===== src/rtl/qam_bit_serializer_pkg.sv =====
`default_nettype none
// ============================================================================
//  Module      : qam_pkg
//  Description : Shared FSM state type, default sizes and width helper for
//                the QAM bit serializer.
//  Revision    : 1.0 - initial release
// ============================================================================
package qam_pkg;

  localparam int QAM_DATA_W     = 8;
  localparam int QAM_FIFO_DEPTH = 4;

  typedef enum logic [0:0] {
    IDLE  = 1'b0,
    SHIFT = 1'b1
  } qam_state_t;

  // Counter width that stays legal when the count range collapses to one value
  function automatic int qam_cnt_w(input int n);
    return (n > 1) ? $clog2(n) : 1;
  endfunction

endpackage
`default_nettype wire


===== src/rtl/qam_bit_serializer_if.sv =====
`default_nettype none
// ============================================================================
//  Module      : qam_bit_serializer_if
//  Description : Word-in / bit-out bundle between a word source and the
//                serializer.
//  Revision    : 1.0 - initial release
// ============================================================================
interface qam_bit_serializer_if
  import qam_pkg::*;
#(
  parameter int DATA_W     = QAM_DATA_W,
  parameter int FIFO_DEPTH = QAM_FIFO_DEPTH
) ();

  localparam int LEVEL_W = $clog2(FIFO_DEPTH) + 1;

  logic [DATA_W-1:0]  in_data;
  logic               in_valid;
  logic               in_ready;
  logic               en;
  logic               bit_out;
  logic               bit_valid;
  logic               word_done;
  logic [LEVEL_W-1:0] fifo_level;

  modport master (
    output in_data, in_valid, en,
    input  in_ready, bit_out, bit_valid, word_done, fifo_level
  );

  modport slave (
    input  in_data, in_valid, en,
    output in_ready, bit_out, bit_valid, word_done, fifo_level
  );

endinterface
`default_nettype wire


===== src/rtl/qam_sync_fifo.sv =====
`default_nettype none
// ============================================================================
//  Module      : qam_sync_fifo
//  Description : Single-clock word FIFO with occupancy count; power-of-two
//                depth so pointers wrap naturally.
//  Revision    : 1.0 - initial release
// ============================================================================
module qam_sync_fifo #(
  parameter int DATA_W = 8,
  parameter int DEPTH  = 4
) (
  input  logic                         clk,
  input  logic                         rst_n,
  input  logic                         push,
  input  logic [DATA_W-1:0]            push_data,
  input  logic                         pop,
  output logic [DATA_W-1:0]            pop_data,
  output logic                         full,
  output logic                         empty,
  output logic [$clog2(DEPTH):0]       level
);

  localparam int ADDR_W  = $clog2(DEPTH);
  localparam int LEVEL_W = ADDR_W + 1;

  logic [DATA_W-1:0]  r_mem [DEPTH];
  logic [ADDR_W-1:0]  r_wr_ptr;
  logic [ADDR_W-1:0]  r_rd_ptr;
  logic [LEVEL_W-1:0] r_level;
  logic               w_do_push;
  logic               w_do_pop;

  assign full      = (r_level == LEVEL_W'(DEPTH));
  assign empty     = (r_level == '0);
  assign level     = r_level;
  assign pop_data  = r_mem[r_rd_ptr];
  assign w_do_push = push && !full;
  assign w_do_pop  = pop && !empty;

  always_ff @(posedge clk) begin
    if (w_do_push) begin
      r_mem[r_wr_ptr] <= push_data;
    end
  end

  always_ff @(posedge clk or negedge rst_n) begin
    if (!rst_n) begin
      r_wr_ptr <= '0;
      r_rd_ptr <= '0;
      r_level  <= '0;
    end else begin
      if (w_do_push) begin
        r_wr_ptr <= r_wr_ptr + ADDR_W'(1);
      end
      if (w_do_pop) begin
        r_rd_ptr <= r_rd_ptr + ADDR_W'(1);
      end
      if (w_do_push && !w_do_pop) begin
        r_level <= r_level + LEVEL_W'(1);
      end else if (!w_do_push && w_do_pop) begin
        r_level <= r_level - LEVEL_W'(1);
      end
    end
  end

endmodule
`default_nettype wire


===== src/rtl/qam_bit_serializer.sv =====
`default_nettype none
// ============================================================================
//  Module      : qam_bit_serializer
//  Description : Buffers words and streams them MSB first, one bit per
//                SYM_DIV enabled cycles, with zero-gap back-to-back words.
//  Revision    : 1.0 - initial release
// ============================================================================
module qam_bit_serializer
  import qam_pkg::*;
#(
  parameter int DATA_W     = QAM_DATA_W,
  parameter int FIFO_DEPTH = QAM_FIFO_DEPTH,
  parameter int SYM_DIV    = 1
) (
  input  logic                 clk,
  input  logic                 rst_n,
  qam_bit_serializer_if.slave  bus
);

  localparam int HOLD_W  = qam_cnt_w(SYM_DIV);
  localparam int BIT_W   = qam_cnt_w(DATA_W);
  localparam int LEVEL_W = $clog2(FIFO_DEPTH) + 1;

  localparam logic [HOLD_W-1:0] c_HOLD_LAST = HOLD_W'(SYM_DIV - 1);
  localparam logic [BIT_W-1:0]  c_BIT_LAST  = BIT_W'(DATA_W - 1);

  qam_state_t         r_state;
  qam_state_t         w_state_nxt;
  logic [DATA_W-1:0]  r_shift;
  logic [DATA_W-1:0]  w_shift_nxt;
  logic [HOLD_W-1:0]  r_hold;
  logic [HOLD_W-1:0]  w_hold_nxt;
  logic [BIT_W-1:0]   r_bit;
  logic [BIT_W-1:0]   w_bit_nxt;
  logic               w_pop;
  logic               w_push;
  logic               w_full;
  logic               w_empty;
  logic               w_word_done;
  logic [DATA_W-1:0]  w_fifo_data;
  logic [LEVEL_W-1:0] w_level;

  // Held low throughout reset so no word is taken while the block is cleared
  assign bus.in_ready = rst_n && !w_full;
  assign w_push       = bus.in_valid && bus.in_ready;

  qam_sync_fifo #(
    .DATA_W (DATA_W),
    .DEPTH  (FIFO_DEPTH)
  ) u_fifo (
    .clk       (clk),
    .rst_n     (rst_n),
    .push      (w_push),
    .push_data (bus.in_data),
    .pop       (w_pop),
    .pop_data  (w_fifo_data),
    .full      (w_full),
    .empty     (w_empty),
    .level     (w_level)
  );

  always_ff @(posedge clk or negedge rst_n) begin
    if (!rst_n) begin
      r_state <= IDLE;
      r_shift <= '0;
      r_hold  <= '0;
      r_bit   <= '0;
    end else begin
      r_state <= w_state_nxt;
      r_shift <= w_shift_nxt;
      r_hold  <= w_hold_nxt;
      r_bit   <= w_bit_nxt;
    end
  end

  always_comb begin
    w_state_nxt = r_state;
    w_shift_nxt = r_shift;
    w_hold_nxt  = r_hold;
    w_bit_nxt   = r_bit;
    w_pop       = 1'b0;
    w_word_done = 1'b0;

    case (r_state)
      IDLE: begin
        if (bus.en && !w_empty) begin
          w_pop       = 1'b1;
          w_shift_nxt = w_fifo_data;
          w_hold_nxt  = '0;
          w_bit_nxt   = '0;
          w_state_nxt = SHIFT;
        end
      end
      SHIFT: begin
        if (bus.en) begin
          if (r_hold == c_HOLD_LAST) begin
            w_hold_nxt = '0;
            if (r_bit == c_BIT_LAST) begin
              w_word_done = 1'b1;
              w_bit_nxt   = '0;
              if (!w_empty) begin
                w_pop       = 1'b1;
                w_shift_nxt = w_fifo_data;
              end else begin
                // Clearing the shifter keeps bit_out low while idle
                w_shift_nxt = '0;
                w_state_nxt = IDLE;
              end
            end else begin
              w_bit_nxt   = r_bit + BIT_W'(1);
              w_shift_nxt = {r_shift[DATA_W-2:0], 1'b0};
            end
          end else begin
            w_hold_nxt = r_hold + HOLD_W'(1);
          end
        end
      end
      default: begin
        w_state_nxt = IDLE;
      end
    endcase
  end

  assign bus.bit_out    = r_shift[DATA_W-1];
  assign bus.bit_valid  = (r_state == SHIFT);
  assign bus.word_done  = w_word_done;
  assign bus.fifo_level = w_level;

endmodule
`default_nettype wire


===== src/flat_wrapper.sv =====
// flat-port wrapper written by rule: the top's interface ports become plain ports
module qam_bit_serializer_flat import qam_pkg::*;
#(
  parameter int DATA_W     = QAM_DATA_W,
  parameter int FIFO_DEPTH = QAM_FIFO_DEPTH,
  parameter int SYM_DIV    = 1
)
  (clk, rst_n, bus_in_data, bus_in_valid, bus_en, bus_in_ready, bus_bit_out, bus_bit_valid, bus_word_done, bus_fifo_level);
  qam_bit_serializer_if #(.DATA_W(DATA_W), .FIFO_DEPTH(FIFO_DEPTH)) bus_i ();
  input  logic clk;
  input  logic rst_n;
  input wire logic [$bits(bus_i.in_data)-1:0] bus_in_data;
  input wire logic [$bits(bus_i.in_valid)-1:0] bus_in_valid;
  input wire logic [$bits(bus_i.en)-1:0] bus_en;
  output wire logic [$bits(bus_i.in_ready)-1:0] bus_in_ready;
  output wire logic [$bits(bus_i.bit_out)-1:0] bus_bit_out;
  output wire logic [$bits(bus_i.bit_valid)-1:0] bus_bit_valid;
  output wire logic [$bits(bus_i.word_done)-1:0] bus_word_done;
  output wire logic [$bits(bus_i.fifo_level)-1:0] bus_fifo_level;
  assign bus_i.in_data = bus_in_data;
  assign bus_i.in_valid = bus_in_valid;
  assign bus_i.en = bus_en;
  assign bus_in_ready = bus_i.in_ready;
  assign bus_bit_out = bus_i.bit_out;
  assign bus_bit_valid = bus_i.bit_valid;
  assign bus_word_done = bus_i.word_done;
  assign bus_fifo_level = bus_i.fifo_level;
  qam_bit_serializer #(.DATA_W(DATA_W), .FIFO_DEPTH(FIFO_DEPTH), .SYM_DIV(SYM_DIV)) u_core (.clk(clk), .rst_n(rst_n), .bus(bus_i));
endmodule

===== config.mk =====
export PLATFORM = sky130hd
export DESIGN_NAME = qam_bit_serializer_flat
export DESIGN_NICKNAME = d
export VERILOG_FILES = /design/src/rtl/qam_bit_serializer_pkg.sv /design/src/rtl/qam_bit_serializer_if.sv /design/src/rtl/qam_sync_fifo.sv /design/src/rtl/qam_bit_serializer.sv /design/src/flat_wrapper.sv
export SDC_FILE = /design/constraint.sdc
export NUM_CORES = 1
export LEC_CHECK = 0
export BUFFER_PORTS_ARGS = -buffer_cell sky130_fd_sc_hd__buf_2
export CAP_MARGIN = 20
export CORE_MARGIN = 2
export CORE_UTILIZATION = 35
export CTS_BUF_LIST = sky130_fd_sc_hd__clkbuf_2 sky130_fd_sc_hd__clkbuf_4 sky130_fd_sc_hd__clkbuf_8
export CTS_CLUSTER_SIZE = 12
export DETAILED_ROUTE_END_ITERATION = 8
export SLEW_MARGIN = 20
export SYNTH_ARGS = -nofsm -noshare
export SYNTH_HDL_FRONTEND = slang
export SYNTH_SLANG_ARGS = --single-unit

===== constraint.sdc =====
create_clock -name clk -period 2.1 [get_ports clk]
set_input_delay 0.525 -clock clk [delete_from_list [all_inputs] [get_ports clk]]
set_output_delay 0.525 -clock clk [all_outputs]
set_load 0.05 [all_outputs]

# After elaboration in Yosys (flattened, before gate mapping)
# Memories as Yosys holds them, arrays and structs flattened.
# Index checks and enable logic that the tools add are counted.
[classes] muxes=33 bitwise=1 n_eq_ne=5 n_addsub=6 reduce_logical=15
[op_table] cell="two-way mux 8 bit" count=5
[op_table] cell="two-way mux 3 bit" count=6
[op_table] cell="two-way mux 1 bit" count=17
[op_table] cell="one-hot mux 8 bit (2 select lines)" count=1
[op_table] cell="logical AND 1 bit" count=7
[op_table] cell="adder 3 x 1 -> 3 bit (second input constant)" count=2
[op_table] cell="equality test 3 bit (second input constant)" count=2
[op_table] cell="one-hot mux 1 bit (2 select lines)" count=3
[op_table] cell="one-hot mux 3 bit (2 select lines)" count=1
[op_table] cell="adder 2 x 1 -> 2 bit (second input constant)" count=2
[op_table] cell="logical NOT 1 bit" count=4
[op_table] cell="inequality test 2 bit (second input constant)" count=2
[op_table] cell="logical NOT 3 bit" count=1
[op_table] cell="AND reduction 3 bit" count=1
[op_table] cell="subtractor 3 x 1 -> 3 bit (second input constant)" count=1
[op_table] cell="inequality test 2 x 1 -> 1 bit (second input constant)" count=1
[op_table] cell="AND reduction 2 bit" count=1
[op_table] cell="nonzero test 2 bit" count=1
[op_table] cell="adder 1 bit (second input constant)" count=1
[op_table] cell="inverter 1 bit" count=1
[word_totals] mem_count=1 mem_bits_rw=32 out_inout_bits=7 ff_bits=20 word_cells=68 input_bits=12
[memory_table] memory="u_core.u_fifo.r_mem" words=4 word_bits=8 rd=1 rd_ports_with_merged_regs=0 wr=1 line="qam_sync_fifo.sv:26" text="logic [DATA_W-1:0] r_mem [DEPTH];"

# Depth between registers and ports, before layout
# Gate-level depths: netlist of run 1.
[depth] depth_word=10 ltp_mapped=11 mapped_depth_nobuf=10

# Modules after synthesis
# From an unflattened synthesis of run 1, not the netlist that was laid out.
[unflattened] hier_cells=144 area_unflattened_um2=2273.4
[modules_own_cells] mod="qam_sync_fifo" cells_per_inst=77 n_inst=1 seq_area_each_um2=1136.1 area_each_um2=1589.0
[modules_own_cells] mod="qam_bit_serializer" cells_per_inst=67 n_inst=1 seq_area_each_um2=300.3 area_each_um2=684.4

# Worst setup path after synthesis of run 1
# No wires, ideal clock.
[synth_path] kind="register -> register" startpoint="register u_core.u_fifo.r_level[2], in the netlist u_core.u_fifo.level[2]" endpoint="register u_core.u_fifo.r_level[1], in the netlist u_core.u_fifo.level[1]" setup_ps=125 path_buffers=0 t_required_ps=1975 t_arrival_ps=2171 path_stages_with_launch=7 period_less_slack_ps=2296 path_slack_ps=-196 cell_sequence="dfrtp_1 -> inv_1 -> o311a_2 -> ha_1 -> inv_1 -> fa_1 -> mux2_2"
[synth_via] elab_cells_between_ends=21 classes_between="eq/ne: 1; mux: 7; reduce/logical: 13"
[synth_rtl] element="start: declaration" line="qam_sync_fifo.sv:29" text="logic [LEVEL_W-1:0] r_level;"
[synth_rtl] element="start signal: assignment" line="qam_sync_fifo.sv:59" text="r_level <= r_level + LEVEL_W'(1);"
[synth_rtl] element="start signal: assignment" line="qam_sync_fifo.sv:61" text="r_level <= r_level - LEVEL_W'(1);"
[synth_rtl] element="equality test 3 bit *" line="qam_sync_fifo.sv:33" text="assign full = (r_level == LEVEL_W'(DEPTH));"
[synth_rtl] element="logical NOT 1 bit *" line="qam_sync_fifo.sv:37, qam_bit_serializer.sv:44"
[synth_rtl] element="logical AND 1 bit" line="qam_bit_serializer.sv:44" text="assign bus.in_ready = rst_n && !w_full;"
[synth_rtl] element="logical AND 1 bit" line="qam_bit_serializer.sv:45" text="assign w_push = bus.in_valid && bus.in_ready;"
[synth_rtl] element="logical AND 1 bit *" line="qam_sync_fifo.sv:37" text="assign w_do_push = push && !full;"
[synth_rtl] element="via u_core.u_fifo.w_do_push" line="qam_sync_fifo.sv:30" text="logic w_do_push;"
[synth_rtl] element="logical NOT 1 bit" line="qam_sync_fifo.sv:60" text="end else if (!w_do_push && w_do_pop) begin"
[synth_rtl] element="logical AND 1 bit" line="qam_sync_fifo.sv:60"
[synth_rtl] element="nonzero test 2 bit (no source line)"
# Mark *: on every way through the listed nets, which the timed path passes. The rest lies on a longest branch.
# A chain may end at the register's enable or synchronous reset.

# Final worst setup path of run 1
[layout_path] startpoint="register u_core.r_bit[0]" endpoint="register u_core.u_fifo.r_level[2], in the netlist u_core.u_fifo.level[2]"
[layout_via] elab_chain_cells=9 elab_cells_between_ends=11 classes_between="eq/ne: 1; mux: 5; reduce/logical: 5"
[layout_lines] element="start: declaration" line="qam_bit_serializer.sv:33" text="logic [BIT_W-1:0] r_bit;"
[layout_lines] element="start signal: assignment" line="qam_bit_serializer.sv:72" text="r_bit <= w_bit_nxt;"
[layout_lines] element="equality test 3 bit *" line="qam_bit_serializer.sv:98" text="if (r_bit == c_BIT_LAST) begin"
[layout_lines] element="two-way mux 1 bit *" line="qam_bit_serializer.sv:98"
[layout_lines] element="two-way mux 1 bit *" line="qam_bit_serializer.sv:96" text="if (r_hold == c_HOLD_LAST) begin"
[layout_lines] element="two-way mux 1 bit *" line="qam_bit_serializer.sv:95" text="if (bus.en) begin"
[layout_lines] element="one-hot mux 1 bit (2 select lines) *" line="qam_bit_serializer.sv:84" text="case (r_state)"
[layout_lines] element="logical AND 1 bit *" line="qam_sync_fifo.sv:38" text="assign w_do_pop = pop && !empty;"
[layout_lines] element="logical NOT 1 bit" line="qam_sync_fifo.sv:58" text="if (w_do_push && !w_do_pop) begin"
[layout_lines] element="logical AND 1 bit" line="qam_sync_fifo.sv:58"
[layout_lines] element="two-way mux 3 bit / nonzero test 2 bit (equally long branches)"
# Every way passes the cells marked *; elsewhere a longest branch is shown, timed or not.

==> impl_metrics.yaml, run 1 <==
cts:
  htree_levels: 2
  tritoncts: "yes"
  cts_repair_resize_count: 0
  cts_hold_buf: 0
  path_clk_slew_ns: 0.09
  cts-root-buf: "clkbuf_8"
  cts.sinks: 51
  cts_buffers: 5
  cts.path.max_buffers: 2
  clock_latency_ns: 0.30
global_route:
  grt_pass1_wl_mm: 6.106
  grt_pass1_vias: 1191
  overflow: 0
  busiest_layer: "met2"
  antenna_found_initial: 0
  grt_max_degree: 17
  grt_util_all_layers_pct: 12.46
  grt_use_met1_pct: 15.83
  grt_util_met3_pct: 4.022
  use_met2_pct: 21.29
floorplan:
  core_um2: 5956
  initial_core_util_pct: 36.45
  die_w_um: 82.76
  io_pins: 19
  die-area_um2: 6848
  die_h_um: 82.76
  rows: 28
timing:
  setup_viol: 0
  min_period_ns: 1.985
  hold_viol_final: 0
  final_max_slew_viol_count: 0
  fmax_mhz: 503.9
  timing.final.crit_share_pct: 94.50
  tightest_slew_ns: 0.5313
  setup_ws_ns: 0.1154
  maxSlewHeadroom_pct: 64.51
  fin_skew_ns: 0.006783
  rsz0062_at_grt: "false"
  setup_tns_ns: 0
power:
  swShare_pct: 33.59
  ir_drop_uv: 569.7
  internal-power_mw: 2.119
  combPwrFrac_pct: 32.0
  powerDensity_nw_per_um2: 1260
  seq_power_share_pct: 46.9
  power_switching_mw: 1.072
  clkPwrFrac_pct: 21.1
  p_leak_nw: 0.9655
drt:
  drt_iter0_drc: 58
  drc: 0
  post_drt_via_cell_ratio: 4.873
  drt_pass1_iterations: 4
  finalWirelength_mm: 3.651
  dr_total_vias: 1155
  wl_per_cell_um: 15.41
  ant_nets: 0
critical_path:
  critPathLaunchType: "flip-flop"
  crit_buf_inv: 1
  path_max_fanout: 4
  path_class: "flip-flop to flip-flop"
  cp.required_ns: 2.32
  r2r_setup_slack_ns: 0.12
  path_depth: 10
  cp_slowest_cell: "dfrtp_1"
  cp_top_family: "adder cells"
  reg2reg_depth: 10
  end_kind: "flip-flop"
  cp.arrival_ns: 2.20
  regToRegStartpoint: "u_core.r_bit[0]"
  worstReg2RegEnd: "u_core.u_fifo.level[2]"
  slowest_delay_ns: 0.39
  worstPathCellList: "ha_1 -> ha_2 -> nand2b_4 -> nand2_4 -> ha_4 -> inv_1 -> fa_2 -> xor2_1 -> nor2_1 -> xnor2_1"
place:
  gp_routability_congestion: 0.6686
  dpl.hpwl_mm: 2.557
  port_buffers: 18
  dpl_worst_slack_ns: 0.1014
  dpl_cell_area_um2: 2412
worst_hold_path:
  holdCritPathClass: "input pin to async pin"
finish:
  nNetsFinal: 181
  antennaDiodeCount: 0
  area_growth_pct: 16.66
  final_area_um2: 2532
  drive_above_1_share_pct: 37.04
  layout_common_cells: "32 x edfxtp_1, 18 x buf_2, 16 x dfrtp_1"
  final_common_cell: "edfxtp_1"
  fillCellCount: 544
run_status:
  run_status: "complete, no violations"
logic_synthesis:
  ys_warn_count: 0
  syn_nets: 153
  synth.cell_area_um2: 2171
  synth.distinct_cells: 29
  ys_seq_area_share_pct: 66.17
  postSynth.asyncResetShare_pct: 37.25
  syn_inst: 133
  synth_edf_count: 32
  ys_seq_elements: 51
  ys.flop_type: "edfxtp_1"
  syn_avg_cell_area_um2: 16.32
flow_run:
  max-cap-violations: 0
==> layer usage <==
| layer | up-vias | part of all wire [%] | wire length [um] |
|---|---|---|---|
| li1 | 556 | - | - |
| met2 | 20 | 50 | 1831 |
| met1 | 577 | 46 | 1696 |
| met4 | 0 | 0.11 | 4 |
| met5 | - | 0 | 0 |
| met3 | 2 | 3.3 | 119 |
==> area by class of cell <==
| type | instances | area, um2 | share of cell area (%) |
|---|---|---|---|
| well taps | 75 | 93.84 | 3.706 |
| repair buffers | 26 | 150.1 | 5.929 |
| multi-input cells | 73 | 720.7 | 28.46 |
| inverters | 4 | 15.01 | 0.5929 |
| clock buffers | 5 | 68.82 | 2.717 |
| clock inverters | 3 | 43.79 | 1.729 |
| flip-flops and latches | 51 | 1440 | 56.87 |
==> cells by family (layout without fill, tap and decap cells) <==
kind of cell | Yosys count | in the layout | synth area share, %
buf+inv | 9 | 38 | 2.132
fa+ha+maj | 8 | 8 | 4.957
xor+xnor | 6 | 6 | 2.421
compound gates | 16 | 16 | 7.955
mux | 10 | 10 | 9.337
simple gates | 33 | 33 | 7.032
flops | 51 | 51 | 66.17
==> how the worst max path moves through the flow <==
stage                                      start                      to  slack, ns
after floorplan           u_core.u_fifo.level[2]  u_core.u_fifo.level[1]      0.004
after global placement           u_core.r_bit[0]  u_core.u_fifo.level[2]       0.16
after detailed placement         u_core.r_bit[0]  u_core.u_fifo.level[2]       0.10
after CTS                        u_core.r_bit[0]  u_core.u_fifo.level[2]       0.08
after global routing             u_core.r_bit[0]  u_core.u_fifo.level[2]      0.004
final                            u_core.r_bit[0]  u_core.u_fifo.level[2]       0.12
==> stage by stage <==
step | total power [mW] | instances | util (%) | hold WS, ns
finish | 3.191 | 237 | 42.52 | 0.03063
global route | 3.396 | 237 | 42.52 | 0.01583
CTS | 3.225 | 236 | 42.39 | 0.02209
detailed placement | 2.555 | 228 | 40.50 | 0.3480
global placement | 2.491 | 228 | 40.50 | 0.3427
floorplan | 2.287 | 133 | - | 0.2294
==> power groups by stage <==
stage / combinational [mW] / clock, mW / sequential [mW]
floorplan: 0.697 / 0 / 1.59
global placement: 0.988 / 0 / 1.50
detailed placement: 1.03 / 0 / 1.53
CTS: 1.03 / 0.692 / 1.50
global route: 1.13 / 0.734 / 1.53
finish: 1.02 / 0.673 / 1.50
==> flip-flops by register name, indices dropped and copies added (netlist names) <==
signal	cells
u_core.u_fifo.level	3
u_core.bus.bit_valid	1
u_core.r_shift	8
u_core.u_fifo.r_wr_ptr	2
u_core.u_fifo.r_rd_ptr	2
u_core.u_fifo.r_mem	32
u_core.r_bit	3
==> synthesized netlist by cell type (3+ instances only) <==
cell / n / share of area, %
a32o_1: 3 / 1.4
and2_1: 4 / 1.2
dfrtp_1: 19 / 22
edfxtp_1: 32 / 44
ha_1: 7 / 4.0
inv_1: 4 / 0.69
mux4_2: 8 / 8.3
nand2_1: 16 / 2.8
nand3_1: 8 / 1.8
o211ai_1: 4 / 1.4
o211ai_2: 3 / 1.7
xnor2_1: 5 / 2.0
==> timing repair <==
item                                   CTS  global route
setup endpoints to repair                0             1
buffers inserted                         0             1
endpoints found under the hold margin    0             0
No activity file was read; power rests on OpenSTA's default activity.
==> run 2, diff against run 1 <==
--- a/config.mk
+++ b/config.mk
@@ -5,13 +5,13 @@
 export SDC_FILE = /design/constraint.sdc
 export NUM_CORES = 1
 export LEC_CHECK = 0
-export BUFFER_PORTS_ARGS = -buffer_cell sky130_fd_sc_hd__buf_2
 export CAP_MARGIN = 20
 export CORE_MARGIN = 2
 export CORE_UTILIZATION = 35
 export CTS_BUF_LIST = sky130_fd_sc_hd__clkbuf_2 sky130_fd_sc_hd__clkbuf_4 sky130_fd_sc_hd__clkbuf_8
 export CTS_CLUSTER_SIZE = 12
 export DETAILED_ROUTE_END_ITERATION = 8
+export DONT_BUFFER_PORTS = 1
 export SLEW_MARGIN = 20
 export SYNTH_ARGS = -nofsm -noshare
 export SYNTH_HDL_FRONTEND = slang
==> run 2 against run 1 <==
Clock skew increased by 0.0041 ns. Flip-flop and latch count unchanged. Hold slack better by 0.28 ns. Clock power rose by 2%. Via count is 2.4% lower. Wire length decreased by 0.88%. First-iteration DRC count rose by 36%. Count of clock-buffer cells in the layout is the same. Setup slack lost 0.040 ns. Critical endpoint is now u_core.u_fifo.level[1]. Largest power group unchanged.
==> impl_metrics.yaml, run 2 (synthesized netlist as in run 1, its figures left out) <==
power:
  p_leak_nw: 0.9071
  ir_drop_uv: 601.0
  powerDensity_nw_per_um2: 1296
  finalPower_mw: 3.204
floorplan:
  die_w_um: 82.76
  core_um2: 5956
  die_h_um: 82.76
  initial_core_util_pct: 36.45
  rows: 28
  io_pins: 19
  die-area_um2: 6848
timing:
  min_period_ns: 2.025
  hold_viol_final: 0
  setup_tns_ns: 0
  tightest_slew_ns: 0.8628
  fmax_mhz: 493.9
  fin_skew_ns: 0.01090
  timing.final.crit_share_pct: 96.42
  final_max_slew_viol_count: 0
  setup_viol: 0
  rsz0062_at_grt: "false"
  maxSlewHeadroom_pct: 42.29
global_route:
  overflow: 0
  grt_max_degree: 20
  grt_pass1_wl_mm: 5.982
  grt_pass1_vias: 1190
  antenna_found_initial: 0
  grt_util_all_layers_pct: 12.03
drt:
  met3WireLength_um: 160
  drt-met1-wl_mm: 1.524
  wl_per_cell_um: 16.30
  post_drt_via_cell_ratio: 5.077
  top_layer_used: "met4"
  drt_pass1_iterations: 4
  drc: 0
  ant_nets: 0
  finalWirelength_mm: 3.619
  dr_wl_met2_mm: 1.908
  drt_iter0_drc: 79
  dr_total_vias: 1127
critical_path:
  cp.arrival_ns: 2.22
  reg2reg_depth: 5
  slowest_delay_ns: 0.50
  worstPathCellList: "o311a_2 -> ha_4 -> inv_1 -> fa_2 -> mux2_2"
  crit_buf_inv: 1
  path_depth: 5
  end_kind: "flip-flop"
  cp.required_ns: 2.29
  path_class: "flip-flop to flip-flop"
  cp_top_family: "adder cells"
  cp_slowest_cell: "o311a_2"
  critPathLaunchType: "flip-flop"
  path_max_fanout: 7
finish:
  area_growth_pct: 13.83
  top_regs: "u_core.u_fifo.r_mem (32), u_core.r_shift (8)"
  largest_reg_flops: 32
  final_common_cell: "edfxtp_1"
  top_register: "u_core.u_fifo.r_mem"
  nNetsFinal: 166
  antennaDiodeCount: 0
  drive_above_1_share_pct: 29.93
  layout_common_cells: "32 x edfxtp_1, 16 x dfrtp_1, 15 x nand2_1"
place:
  dpl.hpwl_mm: 2.459
  gp_routability_congestion: 0.6993
  port_buffers: 0
worst_hold_path:
  whs_path_depth: 0
  holdCritPathClass: "input pin to flip-flop"
cts:
  cts.sinks: 51
  tritoncts: "yes"
  htree_levels: 2
  clock_latency_ns: 0.30
  cts_buffers: 5
  cts.path.max_buffers: 2
  cts_repair_resize_count: 0
  cts-root-buf: "clkbuf_8"
  path_clk_slew_ns: 0.10
flow_run:
  max-cap-violations: 0
run_status:
  run_status: "complete, no violations"
[run 2: path summary, 6_finish.rpt]
kind / start / end / slack [ns]
max: u_core.u_fifo.level[1] / u_core.u_fifo.level[1] / 0.08
min: bus_in_data[7] / u_core.u_fifo.r_mem[3][7] / 0.31
max reg2reg: u_core.u_fifo.level[1] / u_core.u_fifo.level[1] / 0.08
min reg2reg: u_core.r_shift[0] / u_core.r_shift[0] / 0.50
max in group asynchronous: rst_n / u_core.u_fifo.level[0] / 0.74
min in group asynchronous: rst_n / u_core.u_fifo.r_rd_ptr[1] / 0.77
[run 2: area by class of cell]
type	count	area [um2]
tap	75	93.84
fill	536	3485
inverter	4	15.01
timing repair buffer	11	85.08
multi-input combinational	73	720.7
clock inverter	3	47.55
sequential	51	1440
clock buffer	5	68.82
[run 2: through the flow]
step                      instance area [um2]  hold slack (ns)  std cells  util, %  setup WS, ns
final                                    2471           0.3119        222    41.49       0.07522
after global placement                   2337           0.2299        212    39.24        0.1432
after floorplan                          2217           0.2294        133        -      0.004464
after global routing                     2471           0.2963        222    41.49       0.01253
after detailed placement                 2337           0.2298        212    39.24       0.08650
after CTS                                2464           0.3073        221    41.37       0.07267
[run 2: report_power, final]
part	internal [mW]	leakage (nW)	switching, mW	total [mW]
registers	1.30	0.524	0.204	1.51
logic	0.465	0.325	0.544	1.01
clock network	0.361	0.0587	0.327	0.688
total	2.13	0.907	1.08	3.20
[run 2: repair_timing]
action,in CTS,in global routing
hold endpoints to repair,19,0
setup buffers,0,1
setup endpoints to repair,0,1
hold buffers,1,0
[run 2: routing by layer]
| layer | vias up | GRT usage, % |
|---|---|---|
| li1 | 524 | - |
| met1 | 579 | 14.30 |
| met2 | 22 | 20.97 |
| met3 | 2 | 3.152 |
| met4 | 0 | 4.426 |
| met5 | - | 0 |
